File: src/rtl/updown_counter_p_pkg.sv
// Shared types for the up/down counter family: the data bit type and the
// wrap/saturate mode encoding.
package counter_pkg;

`ifdef TWO_STATE
    typedef bit dtype_t;
`else
    typedef logic dtype_t;
`endif

    typedef enum dtype_t {CNT_WRAP, CNT_SAT} mode_t;

endpackage

File: src/rtl/updown_counter_p_cnt_limit_detect.sv
// Combinational limit detection and single-step next value for the counter,
// evaluated in WIDTH+1 bits so the step itself can never overflow.
module cnt_limit_detect #(
    parameter int          WIDTH     = 16,
    parameter int unsigned MAX_COUNT = 2**WIDTH-1
) (
    input  logic [WIDTH-1:0] count,
    input  logic             up,
    output logic             at_max,
    output logic             at_zero,
    output logic             over_max,
    output logic [WIDTH-1:0] next_val
);

    localparam logic [WIDTH:0]   MAX_EXT = (WIDTH+1)'(MAX_COUNT);
    localparam logic [WIDTH-1:0] MAX_VAL = WIDTH'(MAX_COUNT);

    logic [WIDTH:0] count_ext;
    logic [WIDTH:0] step_ext;

    assign count_ext = {1'b0, count};
    assign step_ext  = up ? (count_ext + 1'b1) : (count_ext - 1'b1);

    assign at_max   = (count_ext == MAX_EXT);
    assign at_zero  = (count == '0);
    assign over_max = (count_ext > MAX_EXT);

    // The caller only uses next_val away from the limits; the clamp keeps an
    // out-of-range step from ever producing a value above MAX_COUNT.
    assign next_val = (step_ext > MAX_EXT) ? MAX_VAL : step_ext[WIDTH-1:0];

endmodule

File: src/rtl/updown_counter_p.sv
// Up/down counter with programmable terminal value, synchronous clear/load,
// count enable and run-time selectable wrap or saturate behaviour.
module updown_counter_p
    import counter_pkg::*;
#(
    parameter int          WIDTH     = 16,
    parameter int unsigned MAX_COUNT = 2**WIDTH-1,
    parameter mode_t       DEF_MODE  = CNT_WRAP
) (
    input  logic             clock,
    input  logic             resetN,
    input  logic             clear,
    input  logic             load,
    input  logic [WIDTH-1:0] load_val,
    input  logic             enable,
    input  logic             up,
    input  logic             mode_sel,
    output logic [WIDTH-1:0] count,
    output logic             at_limit,
    output logic             wrapped
);

    localparam logic [WIDTH-1:0] MAX_VAL = WIDTH'(MAX_COUNT);

    if (WIDTH < 2 || MAX_COUNT < 1 || MAX_COUNT > 2**WIDTH-1) begin : g_bad_param
        $error("updown_counter_p: illegal WIDTH/MAX_COUNT combination");
    end

    dtype_t [WIDTH-1:0] count_reg;
    dtype_t             wrapped_reg;
    mode_t              eff_mode;

    logic             at_max;
    logic             at_zero;
    logic             over_max;
    logic [WIDTH-1:0] next_val;

    assign eff_mode = mode_sel ? ((DEF_MODE == CNT_WRAP) ? CNT_SAT : CNT_WRAP) : DEF_MODE;

    cnt_limit_detect #(
        .WIDTH     (WIDTH),
        .MAX_COUNT (MAX_COUNT)
    ) u_limit (
        .count    (count_reg),
        .up       (up),
        .at_max   (at_max),
        .at_zero  (at_zero),
        .over_max (over_max),
        .next_val (next_val)
    );

    always_ff @(posedge clock or negedge resetN) begin
        if (!resetN) begin
            count_reg   <= '0;
            wrapped_reg <= 1'b0;
        end else if (clear) begin
            count_reg   <= '0;
            wrapped_reg <= 1'b0;
        end else if (load) begin
            count_reg <= (load_val > MAX_VAL) ? MAX_VAL : load_val;
        end else if (enable) begin
            // An out-of-range count (only from X/illegal state) is pulled
            // back to the terminal value regardless of direction.
            if (over_max) begin
                count_reg <= MAX_VAL;
            end else if (up) begin
                if (!at_max) begin
                    count_reg <= next_val;
                end else if (eff_mode == CNT_WRAP) begin
                    count_reg   <= '0;
                    wrapped_reg <= 1'b1;
                end
            end else begin
                if (!at_zero) begin
                    count_reg <= next_val;
                end else if (eff_mode == CNT_WRAP) begin
                    count_reg   <= MAX_VAL;
                    wrapped_reg <= 1'b1;
                end
            end
        end
    end

    assign count    = count_reg;
    assign wrapped  = wrapped_reg;
    assign at_limit = enable & (up ? at_max : at_zero);

endmodule

File: config.mk
export PLATFORM = sky130hd
export DESIGN_NAME = updown_counter_p
export DESIGN_NICKNAME = d
export VERILOG_FILES = /design/src/rtl/updown_counter_p_pkg.sv /design/src/rtl/updown_counter_p_cnt_limit_detect.sv /design/src/rtl/updown_counter_p.sv
export SDC_FILE = /design/constraint.sdc
export NUM_CORES = 1
export LEC_CHECK = 0
export ABC_AREA = 1
export BUFFER_PORTS_ARGS = -buffer_cell sky130_fd_sc_hd__buf_4
export CAP_MARGIN = 40
export CORE_MARGIN = 3
export CORE_UTILIZATION = 62
export CTS_CLUSTER_SIZE = 30
export DETAILED_ROUTE_END_ITERATION = 10
export PLACE_DENSITY = 0.94
export SLEW_MARGIN = 25
export SYNTH_ARGS = -nofsm -noshare
export SYNTH_HDL_FRONTEND = slang
export SYNTH_SLANG_ARGS = --single-unit
File: constraint.sdc
create_clock -name clock -period 3.3 [get_ports clock]
set_input_delay 0.33 -clock clock [delete_from_list [all_inputs] [get_ports clock]]
set_output_delay 0.33 -clock clock [all_outputs]
set_load 0.02 [all_outputs]
==> run metrics <==
status finished clean; Detailed Place HPWL between 5000 and 6000 µm; mapped cell area 2450 µm²; Worst Hold Class in -> reg; reg2reg setup slack 640 ps; most frequent cells in the layout 152 x nand2_1, 89 x inv_1, 57 x nor2_1; die area 4750 µm²; Boundary Pins 41; share of cells above drive strength 1 12.1%; Hold Crit Depth 3; max reg flops 16; Worst R2R Start count[10]; # rows 22; worst-margin pin slew 694 ps; mean area per synthesized cell 5.49 µm²; initial antenna violation count 0; WHS 432 ps; diode count 0; Wirelength per Cell roughly 12 µm; Die H between 60 and 70 µm; pre-CTS setup slack a little under 500 ps; CTS H-tree depth 1; post-synthesis xor/xnor area fraction 1.02%; # fillers 308; share of the yosys chip area belonging to registers 17.3%; Yosys cell types 32; first-pass GRT wire length 10,600 µm; gpl congestion 0.977; Synth Register Bits 17; Num CTS Buffers 3; Area Overhead vs Synth 15.4%; final instance area around 2800 µm²; drt total wl about 6600 µm; Clock Latency Late Sink approximately 250 ps; Final Hold Viols 0; Tcrit/Tclk final 80.5%; RSZ-0062 raised after global routing false; multi-input logic area around 1600 µm²; slack of the critical path 645 ps; post_cts resized 0; Initial Util 65.6%; Endpoint, Worst Hold wrapped; multiplexer area fraction after synthesis 0%; Max-slew headroom a little over half; Worst Path Max Fanout 13; ANT nets after route 0; Avg Vias per Cell 5.26; Hold Startpoint clear; core area 3740 µm²; post-route insts no fill 534; pwr dens a little over 400 nW/µm²; vias in the first global route ~2,400; warnings from Yosys 0; VDD IR-drop max 0.284 mV; Synth Area in Compound Gates 9.12%; r2r worst-path depth 15; Largest stage delay, worst path 450 ps; die width 68.9 µm; crit path time final 2660 ps; reg-to-reg endpoint count[11]; Total Routing Usage GR between 20% and 30%; Crit path required time ~3500 ps; Setup-failing EPs final 0; total power 1.14 mW; DRT iter0 DRCs 220; CTS tree done; Post-Route Skew 0.463 ps; fmax 377 MHz; critical path class reg -> reg; setup tns final 0 ps; largest family of logic cells by synthesized area simple AND/OR/NAND/NOR gates; Crit-path slowest cell dfrtp_1; Max Cap Viol 0; CP Data Arrival Time roughly 2800 ps; fin util about three quarters; IO buf count 40; Register Area 425 µm²; Syn Inst Count ~450; largest net degree at the start of global routing 33; crit-path cells ha_1 -> nand2_1 -> nor2_1 -> nand4_1 -> nand3_1 -> nand2_1 -> nand2_1 -> nand2_1 -> nor2_1 -> nand3_2 -> nand3_1 -> nand2_1 -> nand2_1 -> nand2_1 -> a21oi_2; dpl cells 529; Static Leak 1.77 nW; GRT overflow 0; First-pass DRT Iterations 5; DRC 0; clk root buf clkbuf_8; CTS max path bufs 2; Placed Area 2780 µm²; CP Capture Type flip-flop; Worst-path clk slew approximately 60 ps; commonest non-fill, non-tap cell in the layout nand2_1; startpoint types flip-flop; most used cell, CP nand2_1; Final #Nets 527; clock sink total 17; syn nets 487; Adder-Cell Fraction of Synth Area 8.97%; Slew Limit Fails 0; vias after detailed routing 2,811; Simple-Gate Fraction of Synth Area 47.3%
layout make-up:
cell class	instances	share of cell area, %
repair buffers	44	11.7
inverters	90	11.9
well taps	48	2.12
flip-flops and latches	17	15.0
clock buffers	4	1.59
multi-input cells	331	57.6
how the worst max path moves through the flow:
stage,depth (start not counted),slack (ps),end,start
4_1_cts,16,660,count[11],count[0]
6_report,15,640,count[11],count[10]
3_5_place_dp,18,500,count[11],up
5_1_grt,16,430,count[9],count[0]
2_1_floorplan,18,820,count[2],up
3_3_place_gp,18,550,count[12],up
report_power, final:
part,switching (mW),total (mW),internal (mW)
sequential,0.0481,0.285,0.237
combinational,0.444,0.704,0.260
clock,0.0698,0.155,0.0857
total,0.562,1.14,0.582
critical path: cells and delay by family, from the launching register on:
| family | cells | cell delay (ps) |
|---|---|---|
| and+or+nand+nor | 13 | 1560 |
| DFF | 1 | 450 |
| adders and majority gates | 1 | 410 |
| AOI/OAI and AO/OA | 1 | 150 |
synth_stat cells (all sizes together):
cell    count  share of area (%)
o211ai      1               0.31
nor3        3               0.61
dfrtp      17                 17
and2        2               0.51
xor2        1               0.66
a22oi       3               0.92
a32o        1               0.41
nand3      35                7.5
inv        90                 14
o21a        1               0.31
nand3b      7                2.1
nand2     155                 24
or2         1               0.26
clkbuf      2               0.31
xnor2       1               0.36
nor4        3                1.0
o21ai       6                1.4
fa          1               0.82
ha         16                8.2
a21oi      27                5.8
nor2       59                9.2
buf         7                2.1
nand4       8                2.0
cell families (layout without fill, tap and decap cells):
group                      Yosys count  count (layout)
and+or+nand+nor                    273             273
buffers and inverters               99             138
AOI/OAI and AO/OA                   39              39
adders and majority gates           17              17
DFF                                 17              17
xor gates and xnor gates             2               2
layer usage:
metal | up-vias | routed length [µm] | part of all wire, % | global-route usage [%]
met5 | - | 0 | 0 | 0
met4 | 0 | 116 | 1.8 | 9.49
met3 | 11 | 407 | 6.1 | 2.11
met2 | 106 | 3180 | 48 | 48.5
met1 | 1238 | 2920 | 44 | 40.6
li1 | 1456 | - | - | -
repair_timing:
| action | 4_1_cts | 5_1_grt |
|---|---|---|
| hold buffers | 1 | 0 |
| endpoints found under the hold margin | 17 | 0 |
| buffers inserted | 0 | 0 |
No activity file was read; power rests on OpenSTA's default activity.
